==> config.mk <==
export PLATFORM = sky130hd
export DESIGN_NAME = debug_io_monitor_flat
export DESIGN_NICKNAME = d
export VERILOG_FILES = /design/src/rtl/debug_io_monitor_if.sv /design/src/rtl/debug_io_monitor.sv /design/src/flat_wrapper.sv
export SDC_FILE = /design/constraint.sdc
export NUM_CORES = 2
export LEC_CHECK = 0
export CELL_PAD_IN_SITES_DETAIL_PLACEMENT = 1
export CELL_PAD_IN_SITES_GLOBAL_PLACEMENT = 1
export CORE_ASPECT_RATIO = 1.4
export CORE_MARGIN = 3
export CORE_UTILIZATION = 50
export CTS_BUF_LIST = sky130_fd_sc_hd__clkbuf_16
export DETAILED_ROUTE_END_ITERATION = 16
export GPL_TIMING_DRIVEN = 0
export MAX_ROUTING_LAYER = met4
export PLACE_DENSITY = 0.76
export SLEW_MARGIN = 20
export SYNTH_ARGS = -nofsm -noshare
export SYNTH_HDL_FRONTEND = slang
export SYNTH_SLANG_ARGS = --single-unit
==> constraint.sdc <==
create_clock -name S_AXI_ACLK -period 28.2 [get_ports S_AXI_ACLK]
set_clock_uncertainty 0.05 [all_clocks]
set_input_delay 4.23 -clock S_AXI_ACLK [delete_from_list [all_inputs] [get_ports S_AXI_ACLK]]
set_output_delay 4.23 -clock S_AXI_ACLK [all_outputs]
set_load 0.01 [all_outputs]
==> src/rtl/debug_io_monitor_if.sv <==
// debug_io_monitor_if: single-cycle request/valid read port for the debug I/O monitor
interface debug_io_monitor_if;
  logic        RD_REQ_I;
  logic [1:0]  RD_CH_I;
  logic [1:0]  RD_FIELD_I;
  logic        RD_VALID_O;
  logic [31:0] RD_DATA_O;
  modport master (output RD_REQ_I, RD_CH_I, RD_FIELD_I, input RD_VALID_O, RD_DATA_O);
  modport slave (input RD_REQ_I, RD_CH_I, RD_FIELD_I, output RD_VALID_O, RD_DATA_O);
endinterface

==> src/rtl/debug_io_monitor.sv <==
// debug_io_monitor: per-line edge count, period, high time and liveness of a synchronized 4-bit debug bus
module debug_io_monitor #(
  parameter int CNT_W = 32,
  parameter int EDGE_W = 16,
  parameter int TIMEOUT = 100000000
) (
  input  logic              S_AXI_ACLK,
  input  logic              S_AXI_ARESET,
  input  logic [3:0]        DEBUG_I,
  input  logic              CLR_I,
  debug_io_monitor_if.slave rd,
  output logic [3:0]        ALIVE_O
);
  localparam logic [CNT_W-1:0] TO_M1 = CNT_W'(TIMEOUT - 1);
  localparam logic [CNT_W-1:0] TO_M2 = CNT_W'(TIMEOUT - 2);
  logic [3:0][3:0][31:0] fld;
  for (genvar c = 0; c < 4; c++) begin : g_ch
    logic s1_q, s2_q, s3_q, seen_q, pvalid_q, hvalid_q, alive_q;
    logic s1_d, s2_d, s3_d, seen_d, pvalid_d, hvalid_d, alive_d;
    logic [CNT_W-1:0] run_q, high_q, idle_q, period_q, htime_q;
    logic [CNT_W-1:0] run_d, high_d, idle_d, period_d, htime_d;
    logic [EDGE_W-1:0] edge_q, edge_d;
    logic rise, fall;
    always_comb begin
      rise = s2_q & ~s3_q;
      fall = ~s2_q & s3_q;
      s1_d = DEBUG_I[c];
      s2_d = s1_q;
      s3_d = s2_q;
      run_d = CLR_I ? '0 : rise ? CNT_W'(1) : (&run_q) ? run_q : run_q + 1'b1;
      high_d = CLR_I ? '0 : rise ? CNT_W'(1) : (s2_q & ~&high_q) ? high_q + 1'b1 : high_q;
      idle_d = (CLR_I | rise) ? '0 : (idle_q == TO_M1) ? idle_q : idle_q + 1'b1;
      seen_d = ~CLR_I & (seen_q | rise);
      period_d = CLR_I ? '0 : (rise & seen_q) ? run_q : period_q;
      pvalid_d = ~CLR_I & (pvalid_q | (rise & seen_q));
      htime_d = CLR_I ? '0 : (fall & seen_q) ? high_q : htime_q;
      hvalid_d = ~CLR_I & (hvalid_q | (fall & seen_q));
      edge_d = CLR_I ? '0 : rise ? edge_q + 1'b1 : edge_q;
      alive_d = ~CLR_I & (rise | (alive_q & (idle_q != TO_M2)));
    end
    always_ff @(posedge S_AXI_ACLK or posedge S_AXI_ARESET) begin
      if (S_AXI_ARESET) begin
        s1_q <= 1'b0;
        s2_q <= 1'b0;
        s3_q <= 1'b0;
        seen_q <= 1'b0;
        pvalid_q <= 1'b0;
        hvalid_q <= 1'b0;
        alive_q <= 1'b0;
        run_q <= '0;
        high_q <= '0;
        idle_q <= '0;
        period_q <= '0;
        htime_q <= '0;
        edge_q <= '0;
      end else begin
        s1_q <= s1_d;
        s2_q <= s2_d;
        s3_q <= s3_d;
        seen_q <= seen_d;
        pvalid_q <= pvalid_d;
        hvalid_q <= hvalid_d;
        alive_q <= alive_d;
        run_q <= run_d;
        high_q <= high_d;
        idle_q <= idle_d;
        period_q <= period_d;
        htime_q <= htime_d;
        edge_q <= edge_d;
      end
    end
    assign fld[c] = {{27'd0, s2_q, seen_q, hvalid_q, pvalid_q, alive_q}, 32'(htime_q), 32'(period_q), 32'(edge_q)};
    assign ALIVE_O[c] = alive_q;
  end
  logic        rd_valid_q, rd_valid_d;
  logic [31:0] rd_data_q, rd_data_d;
  always_comb begin
    rd_valid_d = rd.RD_REQ_I;
    rd_data_d = rd.RD_REQ_I ? fld[rd.RD_CH_I][rd.RD_FIELD_I] : rd_data_q;
  end
  always_ff @(posedge S_AXI_ACLK or posedge S_AXI_ARESET) begin
    if (S_AXI_ARESET) begin
      rd_valid_q <= 1'b0;
      rd_data_q <= '0;
    end else begin
      rd_valid_q <= rd_valid_d;
      rd_data_q <= rd_data_d;
    end
  end
  assign rd.RD_VALID_O = rd_valid_q;
  assign rd.RD_DATA_O = rd_data_q;
endmodule

==> src/flat_wrapper.sv <==
// flat-port wrapper written by rule: the top's interface ports become plain ports
module debug_io_monitor_flat 
#(
  parameter int CNT_W = 32,
  parameter int EDGE_W = 16,
  parameter int TIMEOUT = 100000000
)
  (S_AXI_ACLK, S_AXI_ARESET, DEBUG_I, CLR_I, ALIVE_O, rd_RD_REQ_I, rd_RD_CH_I, rd_RD_FIELD_I, rd_RD_VALID_O, rd_RD_DATA_O);
  debug_io_monitor_if rd_i ();
  input  logic S_AXI_ACLK;
  input  logic S_AXI_ARESET;
  input  logic [3:0] DEBUG_I;
  input  logic CLR_I;
  output logic [3:0] ALIVE_O;
  input wire logic [$bits(rd_i.RD_REQ_I)-1:0] rd_RD_REQ_I;
  input wire logic [$bits(rd_i.RD_CH_I)-1:0] rd_RD_CH_I;
  input wire logic [$bits(rd_i.RD_FIELD_I)-1:0] rd_RD_FIELD_I;
  output wire logic [$bits(rd_i.RD_VALID_O)-1:0] rd_RD_VALID_O;
  output wire logic [$bits(rd_i.RD_DATA_O)-1:0] rd_RD_DATA_O;
  assign rd_i.RD_REQ_I = rd_RD_REQ_I;
  assign rd_i.RD_CH_I = rd_RD_CH_I;
  assign rd_i.RD_FIELD_I = rd_RD_FIELD_I;
  assign rd_RD_VALID_O = rd_i.RD_VALID_O;
  assign rd_RD_DATA_O = rd_i.RD_DATA_O;
  debug_io_monitor #(.CNT_W(CNT_W), .EDGE_W(EDGE_W), .TIMEOUT(TIMEOUT)) u_core (.S_AXI_ACLK(S_AXI_ACLK), .S_AXI_ARESET(S_AXI_ARESET), .DEBUG_I(DEBUG_I), .CLR_I(CLR_I), .rd(rd_i), .ALIVE_O(ALIVE_O));
endmodule
# After elaboration in Yosys (flattened, before gate mapping)
# Index checks and enable logic that the tools add are counted.
dict set report classes {
  n_eq_ne 16
  shift 0
  magnitude_cmp 2
  n_bitwise 69
  mux 60
  multipliers 0
  add_sub_neg 16
  n_reduce_logical 28
  div 0
}
# operator count
set ops {}
lappend ops {{32-bit 2-to-1 mux} 49}
lappend ops {{32-bit by 1-bit adder with 32-bit output (second input constant)} 12}
lappend ops {{128-bit binary-select mux with 2-bit select} 1}
lappend ops {{32-bit AND reduction} 8}
lappend ops {{32-bit by 27-bit equality test with 1-bit output (second input constant)} 4}
lappend ops {{128-bit 2-to-1 mux} 1}
lappend ops {{16-bit 2-to-1 mux} 8}
lappend ops {{32-bit by 27-bit inequality test with 1-bit output (second input constant)} 4}
lappend ops {{16-bit by 1-bit adder with 16-bit output (second input constant)} 4}
lappend ops {{32-bit binary-select mux with 2-bit select} 1}
lappend ops {{1-bit AND} 40}
lappend ops {{2-bit nonzero test} 12}
lappend ops {{1-bit OR} 20}
lappend ops {{3-bit by 2-bit inequality test with 1-bit output (second input constant)} 4}
lappend ops {{3-bit nonzero test} 4}
lappend ops {{1-bit inverter} 9}
lappend ops {{2-bit by 1-bit inequality test with 1-bit output (second input constant)} 4}
lappend ops {{2-bit by 3-bit < comparator with 1-bit output (second input constant)} 2}
lappend ops {{1-bit logical NOT} 4}
dict set report word_totals {
  latch_bits 0
  output_inout_bits 37
  regBits 765
  elab_cells 245
  input_bits 12
  romBits 0
  memories 0
  ramBits 0
}

# Depth between registers and ports, before layout
dict set report logic_depth {
  ltp_word 6
  depth_mapped 9
  depth_no_buf 6
}

# Worst setup path before layout
# OpenSTA, ideal clock, no wires.
dict set report synth_timing {
  path_kind {input to register}
  start {input port rd_RD_CH_I[0]}
  end {register u_core.rd_data_q[1], in the netlist u_core.rd.RD_DATA_O[1]}
  path_slack_ns 22.085
  setup_time_ns 0.142
  t_required_ns 28.008
  t_arrival_ns 5.923
  n_path_buf 3
  cell_stages 6
  path_cell_list {clkbuf_1 -> buf_2 -> buf_1 -> mux4_2 -> mux2i_1 -> o221ai_1}
}
dict set report synth_between {
  elab_chain_cells 4
}
# item line_no
set synth_lines {}
lappend synth_lines {{from (decl)} flat_wrapper.sv:16} ;# input wire logic [$bits(rd_i.RD_CH_I)-1:0] rd_RD_CH_I;
lappend synth_lines {{128-bit binary-select mux with 2-bit select} debug_io_monitor.sv:79} ;# rd_data_d = rd.RD_REQ_I ? fld[rd.RD_CH_I][rd.RD_FIELD_I] : rd_data_q;
lappend synth_lines {{128-bit 2-to-1 mux (not written as such)} debug_io_monitor.sv:79}
lappend synth_lines {{32-bit binary-select mux with 2-bit select} debug_io_monitor.sv:79}
lappend synth_lines {{32-bit 2-to-1 mux (not written as such)} debug_io_monitor.sv:79}
lappend synth_lines {{to (signal assigned)} debug_io_monitor.sv:87} ;# rd_data_q <= rd_data_d;
lappend synth_lines {{to (decl)} debug_io_monitor.sv:76} ;# logic [31:0] rd_data_q, rd_data_d;
# No other way between the ends. The select of a mux whose other input is x is not followed.
# A chain may end at the register's enable or synchronous reset.

# Worst setup path in the final report
dict set report layout_timing {
  start {input port CLR_I}
  end {register u_core.g_ch[2].high_q[25]}
}
dict set report layout_between {
  elab_chain_cells 1
  elab_cells_between_ends 2
  classes_between {mux: 1; reduce/logical: 1}
}
# item line_no
set layout_lines {}
lappend layout_lines {{from (decl)} flat_wrapper.sv:13} ;# input logic CLR_I;
lappend layout_lines {{3-bit nonzero test (no source line) or 32-bit 2-to-1 mux (tied branches)} -}
lappend layout_lines {{to (signal assigned)} debug_io_monitor.sv:65} ;# high_q <= high_d;
lappend layout_lines {{to (decl)} debug_io_monitor.sv:20} ;# logic [CNT_W-1:0] run_q, high_q, idle_q, period_q, htime_q;
# Several ways; a longest one is shown, not always the timed one.

==> metrics <==
core area around 76000 sq um; Slew Viols, Final 0; initial antenna violation count 8; Max transition margin 25.4%; Hold Path Depth 0; DRT Pass-1 Iters 5; dpl cells approximately 5000; sequential area share after synthesis between 40% and 50%; hpwl dp 107000 um; worst min-delay path endpoint u_core.g_ch[3].s2_q; Post-Synth XOR/XNOR Area between 3 and 4%; CP startpoint kind input port; number of setup violations in the final report 0; Post-Synthesis Cells slightly below 4000; fillcell total 8500; mapped cell area 38300 sq um; total track usage 36.6%; GR Overflow Total 0; total of cells resized after clock tree synthesis 0; share of the clock period used by the worst path a little under a third; TritonCTS buffer count 79; I/O pin cnt a little under 50; CTS tree yes; Async SR Flop Fraction 100%; Worst-Skew Late Latency approximately 650 ps; clock tree buffer depth 3; drt via density 6.54; Unique masters post-synth 71; Worst-path clk slew 60 ps; CP Capture Type register; Initial Util 50.7%; Die ar. 80000 sq um; maximum operating frequency 118 MHz; nets between 4000 and 5000; Routed WL per cell 27.7 um; initial DRC count 2735; Hold Fails Final Rpt 0; hold crit path type reg -> reg; clock sinks approximately 770; final non-filler cell total 5121; Final min period approximately 8500 ps; drt drc 0; PwrDens 53.7 nW/um^2; first-pass GRT wire length between 200000 and 250000 um; GP Congestion 1.07; H-tree lvl count 3; Post-CTS Setup Inserts 0; Worst R2R Start u_core.g_ch[2].s3_q; Detailed Route WL 142000 um; syn nets 3987; post-route ant nets 0; most frequent cells in the layout 765 x dfrtp_1, 555 x nand2_1, 406 x a21oi_1; layout cell share with drive strength beyond 1 6.44%; cells on worst reg2reg path 6; CTS Hold Bufs 0; Rows about 120; CP Max Fanout 10; Post-synth EDFFs 0; vias in the first global route 34000; compound-cell area share of the yosys netlist 13.9%; RSZ-0062 raised after global routing false; synth warn 0; largest net degree at the start of global routing 100; Adder-Cell Fraction of Synth Area 0.653%; clk root buf clkbuf_16; Power, Total roughly 0.0023 W; Die X-Extent between 200 and 250 um; die height 334 um; Worst EP arrival 8910 ps; Worst R2R End u_core.g_ch[2].high_q[25]; mux share of post-synthesis cell area under 10%; hold_sp u_core.g_ch[3].s1_q; Worst Path Required 28640 ps; I/O Buffers 45; Leakage 16.9 nW; worst-margin pin slew 1090 ps; commonest non-fill, non-tap cell in the layout dfrtp_1; Main synth FF type dfrtp_1; peak supply drop 0.0000457 V; via count 33500; FF-to-FF setup slack about 25000 ps; P&R area growth vs syn 11.5%; main combinational cell family by area after synthesis simple AND/OR/NAND/NOR gates; Synth Register Bits 765; worst setup path class in -> reg; status complete, no violations; Syn Area/Cell 9.69 sq um; max-cap violations 0; simple-gate share of the synthesized area between 20 and 25%
==> report_power, final <==
| group | switching (W) | total (W) | leakage, nW | internal (W) |
|---|---|---|---|---|
| sequential | 0.0000136 | 0.00112 | 10.6 | 0.00111 |
| combinational | 0.0000916 | 0.000124 | 4.99 | 0.0000323 |
| clock | 0.000459 | 0.00105 | 1.27 | 0.000590 |
==> cell usage after synthesis (6+ instances only) <==
master / count / area share [%]
dfrtp_1: 765 / 50
nand2_1: 555 / 5.4
a21oi_1: 406 / 5.3
nor2_1: 299 / 2.9
clkbuf_1: 197 / 1.9
nand3_1: 162 / 2.1
or3_1: 145 / 2.4
o21ai_0: 138 / 1.8
nand4_1: 121 / 2.0
xnor2_1: 109 / 2.5
a22o_1: 96 / 2.2
mux4_2: 85 / 5.0
or4_1: 84 / 1.6
nor4_1: 74 / 1.2
nor3_1: 69 / 0.90
and3_1: 62 / 1.0
xor2_1: 59 / 1.3
and4_1: 56 / 1.3
inv_1: 56 / 0.55
o31ai_1: 55 / 1.1
a31oi_1: 36 / 0.59
buf_1: 29 / 0.28
mux2i_1: 29 / 0.76
and2_1: 24 / 0.39
ha_1: 20 / 0.65
a22oi_1: 16 / 0.31
a41o_1: 16 / 0.42
buf_2: 16 / 0.21
a211oi_1: 14 / 0.27
o211ai_1: 11 / 0.22
nor2b_1: 10 / 0.16
or2_2: 10 / 0.16
a31o_2: 9 / 0.21
o21a_1: 9 / 0.18
or4b_2: 8 / 0.21
a2111oi_0: 7 / 0.16
o311ai_0: 7 / 0.16
o41ai_1: 7 / 0.16
a21o_1: 6 / 0.12
a311oi_1: 6 / 0.14
nand2b_1: 6 / 0.098
o21ai_1: 6 / 0.078
==> state kept, by name (all words and copies together) (netlist names) <==
signal                count
u_core.g_ch.hvalid_q      4
u_core.g_ch.high_q      128
u_core.g_ch.pvalid_q      4
u_core.rd.RD_VALID_O      1
u_core.g_ch.s1_q          4
u_core.g_ch.alive_q       4
u_core.g_ch.s2_q          4
u_core.g_ch.period_q    128
u_core.g_ch.seen_q        4
u_core.rd.RD_DATA_O      32
u_core.g_ch.edge_q       64
u_core.g_ch.htime_q     128
u_core.g_ch.idle_q      128
u_core.g_ch.s3_q          4
u_core.g_ch.run_q       128
==> critical path: stages <==
cell and delay [ps]:
clkdlybuf4s50_1 880, buf_2 620, clkinv_1 820, nand2_1 360, clkbuf_1 580, clkbuf_1 700, clkbuf_1 560, nor2_1 130
==> logic make-up (layout without fill, tap and decap cells) <==
logic type / Yosys count / in the layout
buffers and inverters: 305 / 495
AND/OR/NAND/NOR: 1712 / 1712
other: 0 / 8
AO/OA/AOI/OAI: 866 / 866
flip-flops: 765 / 765
multiplexers: 119 / 119
adder cells (fa/ha/maj): 20 / 20
XOR/XNOR: 168 / 168
==> routing by layer <==
metal / vias up / global-route usage, % / share of wire (%)
met5: - / - / 0
met4: 0 / 21.0 / 7.2
met3: 368 / 5.63 / 5.8
met2: 1111 / 57.9 / 47
met1: 17300 / 44.8 / 39
li1: 14800 / - / -
==> through the flow <==
step | worst slack, ps | setup TNS, ps | area (sq um) | hold WS (ps) | util [%]
3_3_place_gp | -7540 | -5644160 | 40000 | 282 | 52.9
6_report | 19730 | 0 | 42700 | 300 | 56.5
5_1_grt | 19790 | 0 | 42700 | 308 | 56.5
3_5_place_dp | 19290 | 0 | 40200 | 287 | 53.2
4_1_cts | 19950 | 0 | 42700 | 301 | 56.4
2_1_floorplan | 2450 | 0 | 38300 | 281 | -
==> area by class of cell <==
type	instances	area (sq um)	area share [%]
Antenna cell	8	20.0	0.0469
Buffer	248	996	2.33
Clock buffer	81	2030	4.75
Clock inverter	56	439	1.03
Inverter	57	221	0.518
Multi-Input combinational cell	2885	18000	42.1
Sequential cell	765	19100	44.8
Tap cell	968	1210	2.84
Timing Repair Buffer	53	671	1.57
==> how the worst max path moves through the flow <==
stage | start | end | slack (ps) | cells past startpoint
final | CLR_I | u_core.g_ch[2].high_q[25] | 19730 | 8
after floorplan | S_AXI_ARESET | u_core.g_ch[0].alive_q | 2450 | 1
after global placement | S_AXI_ARESET | u_core.g_ch[2].idle_q[3] | -7540 | 2
after CTS | CLR_I | u_core.g_ch[2].high_q[25] | 19950 | 8
after detailed placement | CLR_I | u_core.g_ch[2].idle_q[0] | 19290 | 8
after global routing | CLR_I | u_core.g_ch[2].run_q[28] | 19790 | 8
(Power assumes the default switching activity.)
